===== src/rtl/axis_arb_pkg.sv =====
// Shared types and helpers for the packet-level AXI-Stream round-robin arbiter.
package axis_arb_pkg;

  typedef enum logic {
    IDLE = 1'b0,
    BUSY = 1'b1
  } arb_state_t;

  // Index width for n sources; never narrower than one bit.
  function automatic int id_width(input int n);
    return (n > 1) ? $clog2(n) : 1;
  endfunction

endpackage


===== src/rtl/axis_rr_pick.sv =====
// Combinational round-robin picker: first requester after `last`, wrapping modulo NUM_INPUTS.
module axis_rr_pick
  import axis_arb_pkg::*;
#(
  parameter  int NUM_INPUTS = 4,
  localparam int ID_W       = id_width(NUM_INPUTS)
) (
  input  logic [NUM_INPUTS-1:0] req,
  input  logic [ID_W-1:0]       last,
  output logic [ID_W-1:0]       gnt_idx,
  output logic                  any
);

  logic [ID_W-1:0] idx;

  always_comb begin
    // NOTE: every output gets a default before the search loop so no path leaves it unassigned (no latch).
    gnt_idx = '0;
    any     = 1'b0;
    idx     = '0;
    // Candidate k=NUM_INPUTS is `last` itself, so a lone repeat requester still wins.
    for (int k = 1; k <= NUM_INPUTS; k++) begin
      idx = ID_W'((int'(last) + k) % NUM_INPUTS);
      if (!any && req[idx]) begin
        any     = 1'b1;
        gnt_idx = idx;
      end
    end
  end

endmodule


===== src/rtl/axis_rr_arbiter.sv =====
// Packet-level round-robin AXI-Stream arbiter: N slave inputs onto one registered master output.
module axis_rr_arbiter
  import axis_arb_pkg::*;
#(
  parameter  int NUM_INPUTS  = 4,
  parameter  int TDATA_BYTES = 1,
  localparam int ID_W        = id_width(NUM_INPUTS),
  localparam int DATA_W      = TDATA_BYTES * 8
) (
  input  logic                         aclk,
  input  logic                         aresetn,
  input  logic [NUM_INPUTS*DATA_W-1:0] s_tdata,
  input  logic [NUM_INPUTS-1:0]        s_tvalid,
  input  logic [NUM_INPUTS-1:0]        s_tlast,
  output logic [NUM_INPUTS-1:0]        s_tready,
  output logic [DATA_W-1:0]            m_tdata,
  output logic                         m_tvalid,
  output logic                         m_tlast,
  output logic [ID_W-1:0]              m_tid,
  input  logic                         m_tready
);

  arb_state_t      state, state_next;
  logic [ID_W-1:0] grant, grant_next;
  logic [ID_W-1:0] last_grant, last_grant_next;
  logic [ID_W-1:0] pick_idx;
  logic            pick_any;
  logic            out_free;
  logic            accept;

  logic [DATA_W-1:0] s_slice [NUM_INPUTS];

  for (genvar i = 0; i < NUM_INPUTS; i++) begin : g_slice
    assign s_slice[i] = s_tdata[i*DATA_W +: DATA_W];
  end

  axis_rr_pick #(
    .NUM_INPUTS (NUM_INPUTS)
  ) u_pick (
    .req     (s_tvalid),
    .last    (last_grant),
    .gnt_idx (pick_idx),
    .any     (pick_any)
  );

  // The output register can take a new beat when empty or draining this cycle.
  assign out_free = !m_tvalid || m_tready;

  always_comb begin
    state_next      = state;
    grant_next      = grant;
    last_grant_next = last_grant;
    s_tready        = '0;
    accept          = 1'b0;
    case (state)
      IDLE: begin
        if (pick_any) begin
          grant_next = pick_idx;
          state_next = BUSY;
        end
      end
      BUSY: begin
        // The grant is held through tvalid gaps; only tlast releases it.
        s_tready[grant] = out_free;
        accept          = s_tvalid[grant] && out_free;
        if (accept && s_tlast[grant]) begin
          last_grant_next = grant;
          state_next      = IDLE;
        end
      end
    endcase
  end

  always_ff @(posedge aclk or negedge aresetn) begin
    // NOTE: state registers use non-blocking assignments so every flop samples pre-edge values.
    if (!aresetn) begin
      state      <= IDLE;
      grant      <= '0;
      last_grant <= ID_W'(NUM_INPUTS - 1);
    end else begin
      state      <= state_next;
      grant      <= grant_next;
      last_grant <= last_grant_next;
    end
  end

  always_ff @(posedge aclk or negedge aresetn) begin
    if (!aresetn) begin
      m_tvalid <= 1'b0;
      m_tdata  <= '0;
      m_tlast  <= 1'b0;
      m_tid    <= '0;
    end else if (accept) begin
      m_tvalid <= 1'b1;
      m_tdata  <= s_slice[grant];
      m_tlast  <= s_tlast[grant];
      m_tid    <= grant;
    end else if (m_tready) begin
      m_tvalid <= 1'b0;
    end
  end

  a_single_ready: assert property (@(posedge aclk) disable iff (!aresetn)
    $onehot0(s_tready));

  a_hold_stable: assert property (@(posedge aclk) disable iff (!aresetn)
    m_tvalid && !m_tready |=> m_tvalid && $stable({m_tdata, m_tlast, m_tid}));

endmodule


===== config.mk =====
export PLATFORM = sky130hd
export DESIGN_NAME = axis_rr_arbiter
export DESIGN_NICKNAME = d
export VERILOG_FILES = /design/src/rtl/axis_arb_pkg.sv /design/src/rtl/axis_rr_pick.sv /design/src/rtl/axis_rr_arbiter.sv
export SDC_FILE = /design/constraint.sdc
export NUM_CORES = 1
export LEC_CHECK = 0
export ABC_AREA = 1
export BUFFER_PORTS_ARGS = -buffer_cell sky130_fd_sc_hd__buf_4
export CAP_MARGIN = 5
export CELL_PAD_IN_SITES_DETAIL_PLACEMENT = 2
export CELL_PAD_IN_SITES_GLOBAL_PLACEMENT = 2
export CORE_AREA = 10 10 89 83
export DETAILED_ROUTE_END_ITERATION = 10
export DIE_AREA = 0 0 99 93
export HOLD_SLACK_MARGIN = 0.15
export PLACE_DENSITY = 0.88
export SLEW_MARGIN = 25
export SYNTH_ARGS = -nofsm -noshare
export SYNTH_HDL_FRONTEND = slang
export SYNTH_SLANG_ARGS = --single-unit

===== constraint.sdc =====
create_clock -name aclk -period 2 [get_ports aclk]
set_input_delay 0.2 -clock aclk [delete_from_list [all_inputs] [get_ports aclk]]
set_output_delay 0.2 -clock aclk [all_outputs]
set_load 0.01 [all_outputs]

==> reports/metrics.cfg, run 1 <==
[outcome]
status = finished clean

[synth]
yosys_warnings = 0
syn-cell-area_um2 = 1230
synth_nets = 223
syn_inst = 180
yosysUniqueCellTypes = 23
yosys-top-cells-area = dfrtp_1 (31%), nand2_1 (26%), a22oi_1 (5.5%), nand3_1 (5.3%), dfstp_2 (4.3%)
synth_top_cell_by_area = dfrtp_1
synth_seq_cells = 17
seq_area_frac_synth_pct = 34.8
synth.avg_cell_area_um2 = 6.83
synth_top_area_share_pct = 30.5

[global_routing]
antenna_found_initial = 0
grt_pass1_wl_um = 8360
track_usage_pct = 10.8
overflow = 0
grt_pass1_vias = 1604
grt_max_degree = 18

[detailed_routing]
vias = 1379
post_drt_wl_per_cell_um = 16.2
drtIter0Drc = 34
ant_nets = 0
dr.pass1.iters = 4
routed_wl_um = 5010
viasPerCell = 4.45
drc = 0

[critical_path]
cp_data_arrival_time_ns = 1.53
critPathBufInv = 3
cp_top_family = simple AND/OR/NAND/NOR gates
crit_chain = inv_1 > nor2_1 > nor2_1 > inv_1 > nor3_1 > buf_4
r2r_cells = 8
crit_type = reg2out
start_kind = flop
rr_endpoint = m_tdata[6]$_DFFE_PN0P_
r2r_start = grant[1]$_DFFE_PN0P_
cp_max_fo = 4
endpoint_kind = output pin
crit_required_ns = 1.80
r2r_slack_ns = 0.33
cp_slowest_stage_delay_ns = 0.38
slowest_stage = dfrtp_1

[timing]
post-route-period-util_pct = 86.4
hold_viol = 0
rsz0062_at_grt = false
fin_ws_ns = 0.271
final-setup-viol-count = 0
fmax_mhz = 579
worst_pin_slew_ns = 0.420
setup_tns_ns = 0
drv_slew = 0
period_needed_ns = 1.73
slew_headroom_pct = 72.0
clock_skew_ns = 0.00202

[power_and_ir_drop]
p_leak_nw = 0.957
powerDensity_nw_per_um2 = 1420
ir_drop_v = 0.000399

[floorplanning]
pin_count = 59
die_y_um = 93
die_area_um2 = 9210
chipWidth_um = 99
coreArea_um2 = 5560
initial_utilization_pct = 22.1
core.rowCount = 26

[placement]
io_buffers = 58
dp_hpwl_um = 4220
pre_cts_slack_ns = 0.335
gp_congestion = 0.836

[worst_hold_path]
worstHoldPathCells = 2
min_from = m_tready
worstHoldPathType = in2reg
min_to = m_tvalid$_DFFE_PN0P_

[cts]
clkLatencyLatePin_ns = 0.25
numCtsBuffers = 3
clockBufferDepth = 2
clk_pin_slew_ns = 0.06
post_cts_buffers = 0
cts_tree = done
clock_sinks = 17
root_buffer = clkbuf_8
h-tree-depth = 1

[layout]
nets = 284
final_cell_mix = nand2_1 (85), buf_4 (59), dfrtp_1 (15)
syn2layout_area_growth_pct = 44.3
diodes = 0
fillCellCount = 676
drive_above_1_share_pct = 36.7
final_common_cell = nand2_1

[run]
drv_cap = 0

==> through the flow <==
stage | hold WS, ns | instance area (um2) | power [mW] | cells | util, %
3_3_place_gp | 0.0744 | 1720 | 2.21 | 305 | 30.9
6_report | 0.150 | 1770 | 2.52 | 310 | 31.9
5_1_grt | 0.163 | 1770 | 2.78 | 310 | 31.9
2_1_floorplan | -0.0956 | 1230 | 1.69 | 180 | -
4_1_cts | 0.152 | 1770 | 2.56 | 310 | 31.9
3_5_place_dp | 0.0823 | 1720 | 2.29 | 305 | 30.9
==> logic make-up after synthesis <==
family                 synth area share (%)
and+or+nand+nor                        45.1
buffers and inverters                  9.46
AOI/OAI and AO/OA                      10.7
DFF                                    34.8
==> cell usage after synthesis <==
master / number
o21ai_0: 3
nand2_2: 8
buf_6: 3
nand3_2: 2
nor2_4: 4
buf_4: 1
nand4_1: 1
inv_2: 5
a22oi_1: 9
o21a_1: 1
a22oi_2: 2
nor3_1: 3
inv_4: 1
nor2_1: 6
inv_6: 1
dfrtp_1: 15
dfstp_2: 2
o21ai_1: 2
inv_1: 11
nand3_1: 13
nand2_4: 1
a31oi_1: 1
nand2_1: 85
==> final cells by class <==
| type | count | area [um2] | area share (%) |
|---|---|---|---|
| repair buffers | 60 | 453 | 25.5 |
| clock buffers | 4 | 45.0 | 2.54 |
| well taps | 70 | 87.6 | 4.94 |
| flip-flops and latches | 17 | 428 | 24.1 |
| inverters | 18 | 75.1 | 4.23 |
| multi-input cells | 141 | 686 | 38.6 |
==> report_power, final <==
group          internal (mW)  total, mW  switching, mW
combinational          0.603       1.57          0.970
sequential             0.511      0.686          0.175
clock                  0.141      0.261          0.119
==> state kept, by name, summed over array words and instances, names as in the netlist <==
signal      cells
m_tdata         8
grant           2
last_grant      2
m_tid           2
m_tlast         1
m_tvalid        1
state           1
==> worst reg2reg max path: cells and delay by family (launching register included) <==
kind | cells | cell delay (ns)
compound gates | 1 | 0.10
buf+inv | 2 | 0.28
simple gates | 5 | 0.67
flops | 1 | 0.57
==> worst max path at each step <==
| stage | slack, ns | cells past startpoint | from | end |
|---|---|---|---|---|
| finish | 0.27 | 6 | m_tvalid$_DFFE_PN0P_ | s_tready[2] |
| global route | 0.14 | 8 | grant[1]$_DFFE_PN0P_ | m_tdata[6]$_DFFE_PN0P_ |
| CTS | 0.28 | 6 | m_tvalid$_DFFE_PN0P_ | s_tready[2] |
| detailed placement | 0.34 | 8 | grant[0]$_DFFE_PN0P_ | m_tdata[6]$_DFFE_PN0P_ |
| global placement | 0.38 | 8 | grant[0]$_DFFE_PN0P_ | m_tdata[6]$_DFFE_PN0P_ |
| floorplan | 0.56 | 12 | last_grant[0]$_DFFE_PN1P_ | grant[1]$_DFFE_PN0P_ |
==> timing repair <==
item | CTS | global route
hold buffers | 1 | 0
resized for setup | 0 | 0
endpoints found under the hold margin | 17 | 0
==> per-layer routing <==
layer	track usage (%)	routed length (um)
met1	14.1	2360
met2	17.5	2340
met5	0	0
met4	3.58	68
met3	2.06	239
(Power assumes the default switching activity.)
==> inputs of run 2 (changes only) <==
--- a/config.mk
+++ b/config.mk
@@ -7,15 +7,16 @@
 export LEC_CHECK = 0
 export ABC_AREA = 1
 export BUFFER_PORTS_ARGS = -buffer_cell sky130_fd_sc_hd__buf_4
-export CAP_MARGIN = 5
+export CAP_MARGIN = 15
 export CELL_PAD_IN_SITES_DETAIL_PLACEMENT = 2
 export CELL_PAD_IN_SITES_GLOBAL_PLACEMENT = 2
-export CORE_AREA = 10 10 89 83
+export CORE_AREA = 10 10 90 85
 export DETAILED_ROUTE_END_ITERATION = 10
-export DIE_AREA = 0 0 99 93
+export DIE_AREA = 0 0 100 95
 export HOLD_SLACK_MARGIN = 0.15
-export PLACE_DENSITY = 0.88
+export PLACE_DENSITY = 0.89
 export SLEW_MARGIN = 25
 export SYNTH_ARGS = -nofsm -noshare
 export SYNTH_HDL_FRONTEND = slang
+export SYNTH_HIERARCHICAL = 1
 export SYNTH_SLANG_ARGS = --single-unit
==> reports/metrics.cfg, run 2 <==
[layout]
drive_above_1_share_pct = 31.9  ; was 36.7%
syn2layout_area_growth_pct = 44.0  ; was 44.3%
layoutNonFillerInstCount = 326  ; was 310
largest_register_ffs = 8  ; unchanged
diodes = 0  ; unchanged
nets = 298  ; was 284
final_cell_mix = nand2_1 (65), buf_4 (64), nand3_1 (51)  ; was nand2_1 (85), buf_4 (59), dfrtp_1 (15)
regMostFlops = m_tdata  ; unchanged
final_common_cell = nand2_1  ; unchanged

[detailed_routing]
vias = 1548  ; was 1379
routed_wl_um = 5240  ; was 5010 um
post_drt_wl_per_cell_um = 16.1  ; was 16.2 um
drc = 0  ; unchanged
drtIter0Drc = 54  ; was 34
dr.pass1.iters = 3  ; was 4
ant_nets = 0  ; unchanged
viasPerCell = 4.75  ; was 4.45

[critical_path]
cp_data_arrival_time_ns = 1.98  ; was 1.53 ns
crit_type = reg2reg  ; was reg2out
r2r_cells = 10  ; was 8
endpoint_kind = flop  ; was output pin
r2r_start = last_grant[0]$_DFFE_PN1P_  ; was grant[1]$_DFFE_PN0P_
r2r_slack_ns = 0.17  ; was 0.33 ns
rr_endpoint = state$_DFF_PN0_  ; was m_tdata[6]$_DFFE_PN0P_
cp_max_fo = 8  ; was 4
crit_required_ns = 2.15  ; was 1.80 ns
start_kind = flop  ; unchanged

[power_and_ir_drop]
p_leak_nw = 0.981  ; was 0.957 nW
powerDensity_nw_per_um2 = 1560  ; was 1420 nW/um2
ir_drop_v = 0.000409  ; was 0.000399 V
power.total_mw = 2.90  ; was 2.52 mW

[worst_hold_path]
min_from = s_tdata[7]  ; was m_tready
worstHoldPathType = in2reg  ; unchanged
worstHoldPathCells = 5  ; was 2
min_to = m_tdata[7]$_DFFE_PN0P_  ; was m_tvalid$_DFFE_PN0P_

[floorplanning]
core.rowCount = 27  ; was 26
chipWidth_um = 100  ; was 99 um
die_y_um = 95  ; was 93 um
coreArea_um2 = 5840  ; was 5560 um2
die_area_um2 = 9500  ; was 9210 um2
pin_count = 59  ; unchanged
initial_utilization_pct = 22.1  ; about the same

[cts]
cts_tree = done  ; unchanged
numCtsBuffers = 3  ; unchanged
clockBufferDepth = 2  ; unchanged
h-tree-depth = 1  ; unchanged
post_cts_buffers = 0  ; unchanged
clock_sinks = 17  ; unchanged
clk_pin_slew_ns = 0.07  ; was 0.06 ns
clkLatencyLatePin_ns = 0.25  ; about the same
root_buffer = clkbuf_8  ; unchanged

[timing]
rsz0062_at_grt = false  ; unchanged
fmax_mhz = 547  ; was 579 MHz
clock_skew_ns = 0.00604  ; was 0.00202 ns
setup_tns_ns = 0  ; unchanged
holdWs_ns = 0.324  ; was 0.150 ns
post-route-period-util_pct = 91.5  ; was 86.4%
final-setup-viol-count = 0  ; unchanged
hold_viol = 0  ; unchanged
worst_pin_slew_ns = 0.252  ; was 0.420 ns
drv_slew = 0  ; unchanged
slew_headroom_pct = 83.1  ; was 72.0%
period_needed_ns = 1.83  ; was 1.73 ns

[placement]
io_buffers = 58  ; unchanged
place_inst = 320  ; was 305
dp_hpwl_um = 4320  ; was 4220 um
gp_congestion = 0.685  ; was 0.836

[global_routing]
track_usage_pct = 11.3  ; was 10.8%
grt_pass1_vias = 1851  ; was 1604
grt_max_degree = 22  ; was 18
overflow = 0  ; unchanged
grt_pass1_wl_um = 8960  ; was 8360 um
antenna_found_initial = 0  ; unchanged

[synth]
synth_nets = 239  ; was 223
synthTopCellsByCount = nand2_1 (66), nand3_1 (51), dfrtp_1 (15)  ; was nand2_1 (85), dfrtp_1 (15), nand3_1 (13)
syn-cell-area_um2 = 1290  ; was 1230 um2
yosys-top-cells-area = dfrtp_1 (29%), nand3_1 (20%), nand2_1 (19%), nand4_1 (6.3%), dfstp_2 (4.1%)  ; was dfrtp_1 (31%), nand2_1 (26%), a22oi_1 (5.5%), nand3_1 (5.3%), dfstp_2 (4.3%)
async_reset_ff_share_pct = 100  ; unchanged
syn_inst = 196  ; was 180
synth_top_cell_by_area = dfrtp_1  ; unchanged
yosysUniqueCellTypes = 20  ; was 23
seq_area_frac_synth_pct = 33.2  ; was 34.8%
synth_most_common_cell = nand2_1  ; unchanged
synth_seq_cells = 17  ; unchanged
synth.avg_cell_area_um2 = 6.58  ; was 6.83 um2
yosys_warnings = 6  ; was 0
synth_edf_count = 0  ; unchanged
ys.flop_type = dfrtp_1  ; unchanged
synth_top_area_share_pct = 29.1  ; was 30.5%

[run]
drv_cap = 0  ; unchanged

[outcome]
status = finished clean  ; unchanged

run 2: cell types whose count changed after synthesis, sizes merged, moves of 5 or more:
| cell | delta |
|---|---|
| nand2 | -21 |
| inv | -7 |
| a22oi | -11 |
| buf | +5 |
| nand4 | +12 |
| nand3 | +36 |
run 2: cells by family (layout without fill, tap and decap cells):
group,Yosys count,count (layout),share of synthesized area (%)
AO/OA/AOI/OAI,8,8,3.30
buffers and inverters,23,81,8.63
AND/OR/NAND/NOR,148,148,54.9
flip-flops,17,17,33.2
run 2: through the flow:
step	area (um2)	utilization, %	worst slack [ns]
global route	1860	31.8	0.0237
detailed placement	1790	30.6	0.171
finish	1860	31.8	0.171
floorplan	1290	-	0.375
CTS	1860	31.7	0.158
global placement	1790	30.6	0.226
run 2: area by class of cell:
class,count,area [um2]
Tap cell,72,90.1
Sequential cell,17,428
Inverter,11,41.3
Clock buffer,4,45.0
Fill cell,711,3990
Multi-Input combinational cell,156,753
Timing Repair Buffer,66,500
run 2: per-layer routing:
metal	vias up	GRT usage, %	part of all wire [%]
li1	772	-	-
met1	740	13.2	42
met2	34	19.7	51
met3	2	3.87	6.7
met4	0	2.12	0.13
met5	-	0	0
run 2: power by group:
part | switching, mW | internal [mW] | total (mW) | leakage, nW
Clock | 0.120 | 0.141 | 0.261 | 0.0228
Sequential | 0.127 | 0.527 | 0.654 | 0.201
Combinational | 1.25 | 0.737 | 1.98 | 0.757
run 2: critical path, cell delays in order (launching register included):
cell	delay (ns)
dfstp_2	0.53
inv_1	0.12
nand2_1	0.11
nand2_1	0.10
nand2_1	0.14
nand2_4	0.08
nor2_8	0.13
nand4_1	0.11
or2_2	0.29
nand2_1	0.07
inv_1	0.04
run 2: worst max-delay path by stage:
stage | cells past startpoint | endpoint | startpoint | slack (ns)
2_1_floorplan | 10 | state$_DFF_PN0_ | last_grant[0]$_DFFE_PN1P_ | 0.37
3_3_place_gp | 10 | state$_DFF_PN0_ | last_grant[0]$_DFFE_PN1P_ | 0.23
3_5_place_dp | 10 | state$_DFF_PN0_ | last_grant[0]$_DFFE_PN1P_ | 0.17
4_1_cts | 10 | state$_DFF_PN0_ | last_grant[0]$_DFFE_PN1P_ | 0.16
5_1_grt | 10 | state$_DFF_PN0_ | last_grant[0]$_DFFE_PN1P_ | 0.02
6_report | 10 | state$_DFF_PN0_ | last_grant[0]$_DFFE_PN1P_ | 0.17
run 2: repair_timing:
| action | 4_1_cts | 5_1_grt |
|---|---|---|
| hold buffers | 2 | 0 |
| endpoints found under the setup margin | 0 | 3 |
| hold endpoints to repair | 18 | 0 |
| gates resized for setup | 0 | 1 |
==> inputs of run 3 (changes only) <==
--- a/config.mk
+++ b/config.mk
@@ -11,8 +11,10 @@
 export CELL_PAD_IN_SITES_DETAIL_PLACEMENT = 2
 export CELL_PAD_IN_SITES_GLOBAL_PLACEMENT = 2
 export CORE_AREA = 10 10 90 85
+export CTS_CLUSTER_SIZE = 16
 export DETAILED_ROUTE_END_ITERATION = 10
 export DIE_AREA = 0 0 100 95
+export GPL_ROUTABILITY_DRIVEN = 0
 export HOLD_SLACK_MARGIN = 0.15
 export PLACE_DENSITY = 0.89
 export SLEW_MARGIN = 25
==> constraint.sdc (replaced) <==
create_clock -name aclk -period 2 [get_ports aclk]
set_input_delay 0.1 -clock aclk [delete_from_list [all_inputs] [get_ports aclk]]
set_output_delay 0.1 -clock aclk [all_outputs]
set_load 0.01 [all_outputs]
==> reports/metrics.cfg, run 3 (synthesis gave the netlist of run 2 again) <==
[global_routing]
grt_max_degree = 20  ; was 22
track_usage_pct = 11.4  ; was 11.3%
overflow = 0  ; unchanged
grt_pass1_wl_um = 9030  ; was 8960 um
antenna_found_initial = 0  ; unchanged
grt_pass1_vias = 1811  ; was 1851

[power_and_ir_drop]
p_sw_share_pct = 51.3  ; was 51.5%
clkPwrFrac_pct = 8.8  ; was 9.0%
p_leak_nw = 0.994  ; was 0.981 nW
p_int_mw = 1.43  ; was 1.41 mW
ir_drop_v = 0.000421  ; was 0.000409 V
comb_power_share_pct = 68.6  ; was 68.4%
p_sw_mw = 1.50  ; was 1.49 mW
power.total_mw = 2.93  ; was 2.90 mW
powerDensity_nw_per_um2 = 1560  ; about the same
p_seq_share_pct = 22.6  ; about the same

[detailed_routing]
ant_nets = 0  ; unchanged
dr.pass1.iters = 3  ; unchanged
routed_wl_um = 5280  ; was 5240 um
drc = 0  ; unchanged
vias = 1552  ; was 1548
post_drt_wl_per_cell_um = 16.1  ; about the same
routed.top_layer = met4  ; unchanged
drtIter0Drc = 33  ; was 54
met3WireLength_um = 350  ; unchanged
route.met2.wl_um = 2700  ; was 2680 um
viasPerCell = 4.73  ; was 4.75
wl_met1_um = 2220  ; was 2200 um

[layout]
regMostFlops = m_tdata  ; unchanged
syn2layout_area_growth_pct = 45.1  ; was 44.0%
multi_input_comb_area_um2 = 751  ; was 753 um2
drive_above_1_share_pct = 32.4  ; was 31.9%
diodes = 0  ; unchanged
fillCellCount = 692  ; was 711
register_area_um2 = 428  ; unchanged
nets = 300  ; was 298
layoutNonFillerInstCount = 328  ; was 326
largest_register_ffs = 8  ; unchanged
final_cell_mix = nand2_1 (66), buf_4 (66), nand3_1 (51)  ; was nand2_1 (65), buf_4 (64), nand3_1 (51)

[timing]
rsz0062_at_grt = false  ; unchanged
post-route-period-util_pct = 90.2  ; was 91.5%
slew_headroom_pct = 81.8  ; was 83.1%
final-setup-viol-count = 0  ; unchanged
drv_slew = 0  ; unchanged
worst_pin_slew_ns = 0.272  ; was 0.252 ns
clock_skew_ns = 0.00310  ; was 0.00604 ns
fmax_mhz = 555  ; was 547 MHz
hold_viol = 0  ; unchanged
setup_tns_ns = 0  ; unchanged
period_needed_ns = 1.80  ; was 1.83 ns
fin_ws_ns = 0.197  ; was 0.171 ns

[cts]
post_cts_buffers = 0  ; unchanged
cts_tree = done  ; unchanged
clkLatencyLatePin_ns = 0.25  ; about the same
numCtsBuffers = 3  ; unchanged
clock_sinks = 17  ; unchanged
post_cts_resized = 0  ; unchanged
h-tree-depth = 1  ; unchanged
root_buffer = clkbuf_8  ; unchanged
clk_pin_slew_ns = 0.07  ; about the same
clockBufferDepth = 2  ; unchanged
cts_hold_buf = 2  ; unchanged

[critical_path]
crit_chain = inv_1 > nand2_1 > nand2_1 > nand2_1 > nand2_4 > nor2_8 > nand4_1 > or2_2 > nand2_1 > inv_1  ; unchanged
critical_path.most_common_cell = nand2_1  ; unchanged
slowest_stage = dfstp_2  ; unchanged
cp_max_fo = 8  ; unchanged
crit_type = reg2reg  ; unchanged
endpoint_kind = flop  ; unchanged
cp_data_arrival_time_ns = 1.95  ; was 1.98 ns
crit_required_ns = 2.15  ; about the same
start_kind = flop  ; unchanged
cp_slowest_stage_delay_ns = 0.53  ; about the same

[floorplanning]
chipWidth_um = 100  ; unchanged
pin_count = 59  ; unchanged
die_area_um2 = 9500  ; unchanged
initial_utilization_pct = 22.1  ; unchanged
coreArea_um2 = 5840  ; unchanged
core.rowCount = 27  ; unchanged
die_y_um = 95  ; unchanged

[placement]
place_inst = 322  ; was 320
pre_cts_slack_ns = 0.198  ; was 0.171 ns
dp_hpwl_um = 4280  ; was 4320 um
io_buffers = 58  ; unchanged

[outcome]
status = finished clean  ; unchanged

[worst_hold_path]
worstHoldPathType = in2reg  ; unchanged

[run]
drv_cap = 0  ; unchanged

-- run 3: worst max-delay path: cells and delay by family, from the launching register on --
family | cells | cell delay, ns
flip-flops | 1 | 0.53
buffers and inverters | 2 | 0.16
AND/OR/NAND/NOR | 8 | 0.99
-- run 3: final timing paths --
check,from,to,slack (ns),cells after the start
max,last_grant[0]$_DFFE_PN1P_,state$_DFF_PN0_,0.20,10
min,s_tdata[5],m_tdata[5]$_DFFE_PN0P_,0.21,5
max reg2reg,last_grant[0]$_DFFE_PN1P_,state$_DFF_PN0_,0.20,10
min reg2reg,m_tlast$_DFFE_PN0P_,m_tlast$_DFFE_PN0P_,0.48,2
max in group asynchronous,aresetn,last_grant[0]$_DFFE_PN1P_,1.49,2
min in group asynchronous,aresetn,m_tdata[1]$_DFFE_PN0P_,0.26,2
-- run 3: layer usage --
metal,track usage [%],up-vias
li1,-,775
met1,13.4,737
met2,19.8,38
met3,4.38,2
met4,1.65,0
met5,0,-
-- run 3: metrics by stage --
| stage | area, um2 | hold slack [ns] | utilization (%) |
|---|---|---|---|
| floorplan | 1290 | -0.196 | - |
| global placement | 1810 | -0.0222 | 30.9 |
| CTS | 1870 | 0.208 | 32.0 |
| global route | 1870 | 0.251 | 32.0 |
| detailed placement | 1810 | -0.0222 | 30.9 |
| finish | 1870 | 0.211 | 32.0 |
-- run 3: final cells by class --
type                    instances  share of cell area, %
well taps                      72                   4.81
multi-input cells             156                   40.1
repair buffers                 68                   27.5
clock buffers                   3                   2.21
inverters                      11                   2.21
flip-flops and latches         17                   22.9
clock inverters                 1                  0.267
-- run 3: power by group through the flow --
stage	sequential [mW]	combinational (mW)	clock [mW]
5_1_grt	0.682	2.29	0.287
6_report	0.662	2.01	0.258
2_1_floorplan	0.687	1.29	0
4_1_cts	0.664	2.05	0.271
3_5_place_dp	0.665	2.03	0
3_3_place_gp	0.654	1.95	0
